`src/rtl/forwarding_hazard_unit.sv`:
```
// EX-stage operand forwarding selectors and load-use stall/bubble generation for a
// 5-stage pipeline, driven from decode-stage fields and internal shadow stage copies.
module forwarding_hazard_unit #(
    parameter int ADDR_W = 5,
    parameter int CNT_W  = 16
) (
    input  logic              clk,
    input  logic              reset,
    input  logic              ID_Valid,
    input  logic [ADDR_W-1:0] ID_Rs,
    input  logic [ADDR_W-1:0] ID_Rt,
    input  logic              ID_UsesRt,
    input  logic [ADDR_W-1:0] ID_WriteReg,
    input  logic              ID_RegWrite,
    input  logic              ID_MemRead,
    input  logic              Flush,
    output logic [1:0]        ForwardA,
    output logic [1:0]        ForwardB,
    output logic              Stall,
    output logic              Bubble,
    output logic [CNT_W-1:0]  StallCount
);

    typedef struct packed {
        logic              valid;
        logic [ADDR_W-1:0] rs;
        logic [ADDR_W-1:0] rt;
        logic [ADDR_W-1:0] wr;
        logic              regwrite;
        logic              memread;
    } ex_stage_t;

    // Past EX only the producer side of an instruction is ever consulted.
    typedef struct packed {
        logic              valid;
        logic [ADDR_W-1:0] wr;
        logic              regwrite;
    } prod_stage_t;

    ex_stage_t         r_ex;
    prod_stage_t       r_mem;
    prod_stage_t       r_wb;
    ex_stage_t         w_ex_next;
    logic [CNT_W-1:0]  r_stall_count;
    logic              w_hazard;
    logic              w_stall;
    logic              w_bubble;
    logic [ADDR_W-1:0] w_ex_src [2];
    logic [1:0]        w_fwd    [2];

    function automatic logic producer_hit(input prod_stage_t s, input logic [ADDR_W-1:0] src);
        return s.valid && s.regwrite && (s.wr != '0) && (s.wr == src);
    endfunction

    assign w_hazard = ID_Valid && r_ex.valid && r_ex.memread && (r_ex.wr != '0) &&
                      ((r_ex.wr == ID_Rs) || (ID_UsesRt && (r_ex.wr == ID_Rt)));
    assign w_stall  = w_hazard && !Flush;
    assign w_bubble = w_stall || Flush;

    // Killed or empty decode slots enter EX fully zeroed so they can never match.
    always_comb begin
        w_ex_next = '0;
        if (ID_Valid && !w_bubble) begin
            w_ex_next.valid    = 1'b1;
            w_ex_next.rs       = ID_Rs;
            w_ex_next.rt       = ID_Rt;
            w_ex_next.wr       = ID_WriteReg;
            w_ex_next.regwrite = ID_RegWrite;
            w_ex_next.memread  = ID_MemRead;
        end
    end

    always_ff @(posedge clk) begin
        if (reset) begin
            r_ex          <= '0;
            r_mem         <= '0;
            r_wb          <= '0;
            r_stall_count <= '0;
        end else begin
            r_ex           <= w_ex_next;
            r_mem.valid    <= r_ex.valid;
            r_mem.wr       <= r_ex.wr;
            r_mem.regwrite <= r_ex.regwrite;
            r_wb           <= r_mem;
            if (w_stall && (r_stall_count != '1)) begin
                r_stall_count <= r_stall_count + CNT_W'(1);
            end
        end
    end

    assign w_ex_src[0] = r_ex.rs;
    assign w_ex_src[1] = r_ex.rt;

    // Youngest producer (EX/MEM) wins over write-back.
    generate
        for (genvar gi = 0; gi < 2; gi++) begin : g_fwd
            assign w_fwd[gi] = producer_hit(r_mem, w_ex_src[gi]) ? 2'b10 :
                               producer_hit(r_wb,  w_ex_src[gi]) ? 2'b01 : 2'b00;
        end
    endgenerate

    assign ForwardA   = w_fwd[0];
    assign ForwardB   = w_fwd[1];
    assign Stall      = w_stall;
    assign Bubble     = w_bubble;
    assign StallCount = r_stall_count;

endmodule

```
`config.mk`:
```
export PLATFORM = sky130hd
export DESIGN_NAME = forwarding_hazard_unit
export DESIGN_NICKNAME = d
export VERILOG_FILES = /design/src/rtl/forwarding_hazard_unit.sv
export SDC_FILE = /design/constraint.sdc
export NUM_CORES = 1
export LEC_CHECK = 0
export ABC_AREA = 1
export CORE_UTILIZATION = 51
export CTS_BUF_LIST = sky130_fd_sc_hd__clkbuf_16
export CTS_CLUSTER_DIAMETER = 150
export DETAILED_ROUTE_END_ITERATION = 8
export GPL_TIMING_DRIVEN = 1
export PLACE_DENSITY = 0.79
export SYNTH_ARGS = -nofsm -noshare
export SYNTH_HDL_FRONTEND = slang
export SYNTH_SLANG_ARGS = --single-unit
```
`constraint.sdc`:
```
create_clock -name clk -period 1.6 [get_ports clk]
set_clock_uncertainty 0.1 [all_clocks]
set_input_delay 0.32 -clock clk [delete_from_list [all_inputs] [get_ports clk]]
set_output_delay 0.32 -clock clk [all_outputs]
set_load 0.02 [all_outputs]
```
==> results of run 1 <==
metrics by stage:
stage | total power (W) | hold WS, ns | setup slack, ns | instance area, µm² | utilization
after floorplan | 0.00136 | 0.288 | 0.0177 | 2360 | -
after global placement | 0.00146 | 0.290 | -0.813 | 3060 | 0.703
after detailed placement | 0.00147 | 0.293 | -0.884 | 3060 | 0.703
after CTS | 0.00264 | 0.302 | -0.281 | 3350 | 0.769
after global routing | 0.00278 | 0.353 | -0.501 | 3760 | 0.863
final | 0.00271 | 0.330 | -0.428 | 3760 | 0.863
registers in the layout, indices dropped and copies added, names as in the netlist:
name,flops
StallCount,16
r_ex,18
r_mem,7
r_wb,7
synth_stat cells (2+ instances only):
cell | n | area (µm²)
sky130_fd_sc_hd__inv_1 | 39 | 146
sky130_fd_sc_hd__dfxtp_1 | 48 | 961
sky130_fd_sc_hd__nand3_2 | 2 | 20.0
sky130_fd_sc_hd__nand3_1 | 14 | 70.1
sky130_fd_sc_hd__nand2_4 | 2 | 22.5
sky130_fd_sc_hd__nand2_1 | 77 | 289
sky130_fd_sc_hd__a21oi_1 | 3 | 15.0
sky130_fd_sc_hd__clkbuf_1 | 2 | 7.51
sky130_fd_sc_hd__xnor2_1 | 10 | 87.6
sky130_fd_sc_hd__nand4_1 | 6 | 37.5
sky130_fd_sc_hd__clkinv_1 | 2 | 7.51
sky130_fd_sc_hd__xor2_1 | 12 | 105
sky130_fd_sc_hd__nor2_1 | 78 | 293
sky130_fd_sc_hd__nor3_1 | 6 | 30.0
sky130_fd_sc_hd__nor4_1 | 2 | 12.5
sky130_fd_sc_hd__o21ai_1 | 2 | 10.0
sky130_fd_sc_hd__inv_2 | 9 | 33.8
sky130_fd_sc_hd__nor2_2 | 10 | 62.6
cell usage in the layout, fill, tap and decap left out, drive strengths merged:
cell type / netlist / routed
nor2: 89 / 89
nand2: 80 / 81
inv: 48 / 48
dfxtp: 48 / 48
buf: 1 / 44
dlygate4sd2: 0 / 27
nand3: 17 / 17
xor2: 12 / 12
xnor2: 10 / 10
clkdlybuf4s50: 0 / 9
nand4: 8 / 8
clkbuf: 2 / 7
nor3: 6 / 6
clkinv: 2 / 4
o21ai: 3 / 3
a21oi: 3 / 3
nor4: 2 / 2
o21bai: 1 / 1
ha: 1 / 1
bufinv: 0 / 1
dlymetal6s2s: 0 / 1
worst register-to-register path, cell delays in order (launching register included):
cell,delay [ns]
sky130_fd_sc_hd__dfxtp_4,0.38
sky130_fd_sc_hd__inv_2,0.05
sky130_fd_sc_hd__nand2_1,0.06
sky130_fd_sc_hd__nand2_1,0.07
sky130_fd_sc_hd__nor2_2,0.15
sky130_fd_sc_hd__nand3_2,0.13
sky130_fd_sc_hd__nand2_4,0.13
sky130_fd_sc_hd__buf_4,0.12
sky130_fd_sc_hd__buf_6,0.10
sky130_fd_sc_hd__nand4_4,0.16
sky130_fd_sc_hd__nand2_1,0.12
sky130_fd_sc_hd__nand2_1,0.08
sky130_fd_sc_hd__nor2_1,0.13
kinds of logic after synthesis:
kind of cell / Yosys count / synth area share
AND/OR/NAND/NOR: 202 / 0.391
buffers and inverters: 53 / 0.0891
flip-flops: 48 / 0.415
XOR/XNOR: 22 / 0.0832
AO/OA/AOI/OAI: 7 / 0.0162
adder cells (fa/ha/maj): 1 / 0.00540
power by group:
part	switching, W	total, W	internal [W]	leakage (nW)
Clock	0.000456	0.00119	0.000735	0.0814
Sequential	0.0000198	0.00123	0.00121	0.400
Combinational	0.000153	0.000292	0.000139	1.26
worst min path at each step:
stage                 start       end  slack (ns)  depth (start not counted)
floorplan           r_ex[1]  r_mem[0]        0.29                          2
global placement    r_ex[1]  r_mem[0]        0.29                          2
detailed placement  r_ex[1]  r_mem[0]        0.29                          2
CTS                 r_ex[1]  r_mem[0]        0.30                          2
global route        r_ex[1]  r_mem[0]        0.35                          2
finish              r_ex[1]  r_mem[0]        0.33                          2
layout make-up:
class,count,area [µm²]
clock buffers,5,125
clock inverters,3,42.5
fillers,216,597
repair buffers,83,783
inverters,50,190
multi-input cells,233,1550
flip-flops and latches,48,1000
well taps,52,65.1
repair_timing:
action,in CTS,in global routing
setup endpoints to repair,56,40
gates resized for setup,90,91
pin swaps,18,31
buffers inserted,6,5
gates cloned,1,3
routing by layer:
layer / vias to the layer above / part of all wire / track usage
met1: 1223 / 0.41 / 0.313
met4: 0 / 0.038 / 0.0884
li1: 1192 / - / -
met5: - / 0 / 0
met2: 102 / 0.50 / 0.464
met3: 23 / 0.055 / 0.0509
==> results.md, run 1 <==
* Diodes inserted at 0
* Worst-path clk slew at approximately 0.06 ns
* Slowest CP cell: sky130_fd_sc_hd__dfxtp_4
* Count of unresolved DRC violations after routing at 0
* Boundary pin count at 44
* CTS tree: built
* Setup repair after global routing missed its margin: yes
* Peak Freq at 493 MHz
* Buffers from clock root to sink, at most at 2
* Detailed Routing Iterations Pass 1 at 5
* First element of the critical path: r_mem[3]
* Violations in the final reports: setup timing
* Number of warning messages in the yosys log at 0
* Dominant cell type by count on the critical path: sky130_fd_sc_hd__nor3_2
* Startpoint Class: flip-flop
* Critical path capture point type: output port
* Placed Instances at ~460
* Starting DRT DRC Count at 255
* Number of buffer cells added on primary ports at 43
* Starting utilization of the core area at 0.532
* Cell chain of the critical path: nor3_2, nand3_1, nand3_2, nor4_4, nor3_2, buf_4
* Post-synthesis area per instance at 6.95 µm²
* CP peak stage delay at 0.36 ns
* Number of flip-flops and latches in the synthesized netlist at 48
* Via-to-Cell Ratio at 5.36
* Placeable core area at 4350 µm²
* # Max-Cap Violations at 0
* Final-layout setup total negative slack at -5.88 ns
* Kind of critical path: flip-flop to output port
* Data arrival time of the critical path at 1.61 ns
* Final Non-Filler Cells at 474
* Area of the mapped netlist at 2320 µm²
* Static leakage at ~1.7 nW
* Most common flop cell mapped by yosys: sky130_fd_sc_hd__dfxtp_1
* Via count of the first global-routing pass at approximately 2200
* Die span in y at 69.4 µm
* Root buf cell: sky130_fd_sc_hd__clkbuf_16
* Per-cell routed wire length at 16.9 µm
* H-tree level count at 2
* Max Slew Vio Count at 0
* Total of endpoints with negative setup slack in the final report at 40
* Layout-stage area growth over the synthesis result at 62.2%
* Global-route wire length before repair at approximately 9800 µm
* Required time worst endpoint at 1.18 ns
* Number of clock sinks at 48
* Number of buffers and inverters on the critical path at 1
* Later-pin clock latency in the skew report at 0.29 ns
* Post-synth ARST share at 0
* Layout cell share with drive strength beyond 1 at 0.372
* Top Family by Delay on Critical Path: simple AND/OR/NAND/NOR gates
* Number of rows in the core area at 24
* Antenna violations before repair at 0
* Wirelength, routed at 8000 µm
* Worst relative slew slack at 0.726
* DRT antenna net count at 0
* Clock period minus final worst setup slack at approximately 2.0 ns
* Final Worst Setup Slack at -0.428 ns
* All-layer global routing usage at 0.261
* Maximum number of pins on one net before global-route repair at 19
* Cts bufs inserted at 5
* Class of the tightest hold or removal check: flip-flop to flip-flop
* Total number of cells along the worst setup path at 6
* Part of the Yosys area used for sequential elements at 0.415
* Post-CTS Hold Fix Bufs at 0
* Total nets after synthesis at 356
* Worst Setup EP: ForwardA[0]
* Post-synth cell types at 27
* RR Startpoint: r_ex[6]
* Placed wire-length estimate at between 3000 and 4000 µm
* Ratio of final minimum period to clock period at 1.27
* Path depth of the worst reg2reg path at 12
* Total global routing overflow at 0
* Die outline area at 4810 µm²
* Largest fanout of any net on the critical path at 4
* Net count, final at 444
* Power density over the cells at 721 nW/µm²
* Worst reg-to-reg setup slack at -0.27 ns
* EDFF count, synth at 0
* Measured slew at the worst slew-check pin at 0.409 ns
* Run status: complete, but fails checks
* GP Congestion at 0.918
* Die outline width at approximately 69 µm
* Synthesized instance count at 333
* Final hold violation count at 0
* R2r endpoint: StallCount[0]
* Via count of the routed design at 2540
* IR drop worst, VDD at 1120 µV
No activity file was read; power rests on OpenSTA's default activity.
==> inputs of run 2 (changes only) <==
Settings changed: CELL_PAD_IN_SITES_DETAIL_PLACEMENT from default to 1, CELL_PAD_IN_SITES_GLOBAL_PLACEMENT from default to 2, CORE_UTILIZATION 51 to 25, PLACE_DENSITY 0.79 to default, PLACE_DENSITY_LB_ADDON from default to 0.1.
Clock period 1.6 ns to 1.7 ns, I/O delays scaled along.
==> run 2 against run 1 <==
The flow finishes with violations (DRC, setup timing); wire length is 18% lower; die area grew 100%; flip-flop and latch count did not move; critical path depth shrank 1; sequential power is 7% lower; non-clock buffer count grew 7; setup slack gained 0.24 ns; final area decreased by 3.9%; sequential share of layout area up 0.65 points; register-to-register slack improved by 0.34 ns; utilization shrank 45 points; hold slack worse by 0.023 ns.
==> results.md, run 2 (same netlist as run 1, synthesis figures left out) <==
* Slowest CP cell: sky130_fd_sc_hd__dfxtp_2
* Number of clock sinks at 48
* Setup slack after placement at -0.845 ns
* Worst reg-to-reg setup slack at 0.07 ns
* Post-CTS Hold Fix Bufs at 0
* Class of the tightest hold or removal check: flip-flop to flip-flop
* Critical path capture point type: output port
* All-layer global routing usage at 0.142
* Final hold violation count at 0
* DRT antenna net count at 0
* H-tree level count at 2
* Root buf cell: sky130_fd_sc_hd__clkbuf_16
* Global-route wire length before repair at 10700 µm
* Worst relative slew slack at 0.818
* Number of cells on the worst hold path at 2
* # Max-Cap Violations at 0
* Detailed Routing Iterations Pass 1 at 8
* Run status: complete, but fails checks
* GP Congestion at 0.769
* Worst-case hold path end point: r_mem[0]
* R2r endpoint: StallCount[3]
* Layout-stage area growth over the synthesis result at 56.0%
* Die outline area at approximately 9700 µm²
* Peak Freq at 529 MHz
* Diodes inserted at 0
* Path depth of the worst reg2reg path at 10
* Placed wire-length estimate at 4950 µm
* Die span in y at roughly 98 µm
* Starting utilization of the core area at 0.262
* Total of endpoints with negative setup slack in the final report at 6
* Per-cell routed wire length at 12.2 µm
* Die outline width at 98.3 µm
* Measured slew at the worst slew-check pin at 0.273 ns
* Via count of the routed design at between 2000 and 2500
* Number of buffer cells added on primary ports at 43
* Via-to-Cell Ratio at 4.19
* Violations in the final reports: DRC, setup timing
* Data arrival time of the critical path at 1.45 ns
* Startpoint Class: flip-flop
* Flip-flop count of the largest register, all copies and words added at 18
* Setup repair after global routing missed its margin: yes
* Kind of critical path: flip-flop to output port
* Via count of the first global-routing pass at approximately 2200
* Required time worst endpoint at 1.26 ns
* Cell chain of the critical path: buf_6, xor2_2, nor4_4, nor3_2, buf_4
* Power density over the cells at roughly 650 nW/µm²
* Number of rows in the core area at 34
* Total global routing overflow at 0
* Placeable core area at ~8800 µm²
* CTS tree: built
* Final Worst Setup Slack at -0.190 ns
* IR drop worst, VDD at 346 µV
* Max Slew Vio Count at 0
* Antenna violations before repair at 0
* Boundary pin count at 44
* Most flop-heavy register: r_ex
* Most frequent cells in the layout: 71 x sky130_fd_sc_hd__nor2_1, 69 x sky130_fd_sc_hd__nand2_1, 46 x sky130_fd_sc_hd__buf_4, 37 x sky130_fd_sc_hd__inv_1, 33 x sky130_fd_sc_hd__dfxtp_1
* Leading cell type in the layout, fill and taps excluded: sky130_fd_sc_hd__nor2_1
* Starting DRT DRC Count at 57
* Finished Core Util at 0.408
* Clock period minus final worst setup slack at 1.89 ns
* Wirelength, routed at between 6000 and 7000 µm
* Static leakage at between 1.5 and 2 nW
* Buffers from clock root to sink, at most at 2
* CP peak stage delay at 0.33 ns
* Final-layout setup total negative slack at -0.975 ns
* Worst-path clk slew at ~0.070 ns
* Largest fanout of any net on the critical path at 3
* Count of unresolved DRC violations after routing at 1
* Cts bufs inserted at 5
* Net count, final at about 450
* Hold path startpoint: r_ex[1]
* Layout cell share with drive strength beyond 1 at 0.319
* Maximum number of pins on one net before global-route repair at 19
* Later-pin clock latency in the skew report at ~0.29 ns
* RR Startpoint: r_ex[3]
* Ratio of final minimum period to clock period at 1.11
-- run 2: changes by cell type in the layout (fill, tap and decap cells not counted), moves of 3 or more --
cell	previous run	this run
sky130_fd_sc_hd__dfxtp_1	27	33
sky130_fd_sc_hd__nor2_1	51	71
sky130_fd_sc_hd__xnor2_1	5	10
sky130_fd_sc_hd__nor2_4	28	5
sky130_fd_sc_hd__buf_4	30	46
sky130_fd_sc_hd__buf_6	11	5
sky130_fd_sc_hd__dfxtp_2	16	13
sky130_fd_sc_hd__dfxtp_4	5	2
sky130_fd_sc_hd__xnor2_2	5	0
sky130_fd_sc_hd__nor2_2	10	13
-- run 2: worst max-delay path, delay by kind of cell (launching register included) --
family,cells,cell delay [ns]
flip-flops,1,0.33
XOR/XNOR,1,0.18
AND/OR/NAND/NOR,2,0.38
buffers and inverters,2,0.28
-- run 2: through the flow --
step | std cells | area [µm²] | total power [W] | hold slack (ns)
after global placement | 520 | 3200 | 0.00139 | 0.293
final | 538 | 3610 | 0.00236 | 0.306
after floorplan | 333 | 2360 | 0.00128 | 0.288
after CTS | 530 | 3380 | 0.00238 | 0.310
after detailed placement | 520 | 3200 | 0.00139 | 0.301
after global routing | 538 | 3610 | 0.00248 | 0.327
-- run 2: power by group --
group	total [W]	internal (W)	switching, W
Clock	0.000987	0.000543	0.000444
Sequential	0.00115	0.00114	0.0000152
Combinational	0.000221	0.000109	0.000113
-- run 2: final cells by class --
| class | instances | area, µm² |
|---|---|---|
| fill | 1103 | 5240 |
| multi-input combinational | 234 | 1380 |
| clock buffer | 5 | 125 |
| sequential | 48 | 985 |
| inverter | 50 | 195 |
| clock inverter | 3 | 18.8 |
| tap | 108 | 135 |
| timing repair buffer | 90 | 772 |
-- run 2: timing repair --
action                                  4_1_cts  5_1_grt
cloned                                        0        2
gates resized for setup                      84       39
pin swaps                                    10       17
setup buffers                                 2        7
endpoints found under the setup margin       55       39
-- run 2: metal layers --
layer  track usage  wire length, µm  vias up
met2         0.198             2720       39
li1              -                -     1203
met5             0                0        -
met3        0.0258              234        6
met1         0.219             3550     1006
met4        0.0413               77        0
-- run 2: worst max path at each step --
stage                               end  slack [ns]           from
after detailed placement         Bubble       -0.84       ID_Rs[3]
after global routing        ForwardB[0]       -0.29       r_mem[4]
final                       ForwardA[0]       -0.19       r_mem[4]
after global placement           Bubble       -0.83       ID_Rs[2]
after CTS                   ForwardA[0]       -0.21       r_mem[4]
after floorplan           StallCount[6]        0.02  StallCount[1]
==> inputs of run 3 (changes only) <==
Settings changed: ABC_CLOCK_PERIOD_IN_PS from default to 1700.
==> results of run 3 <==
Same layout as run 2: the final DEF is identical, and so are final timing and power.
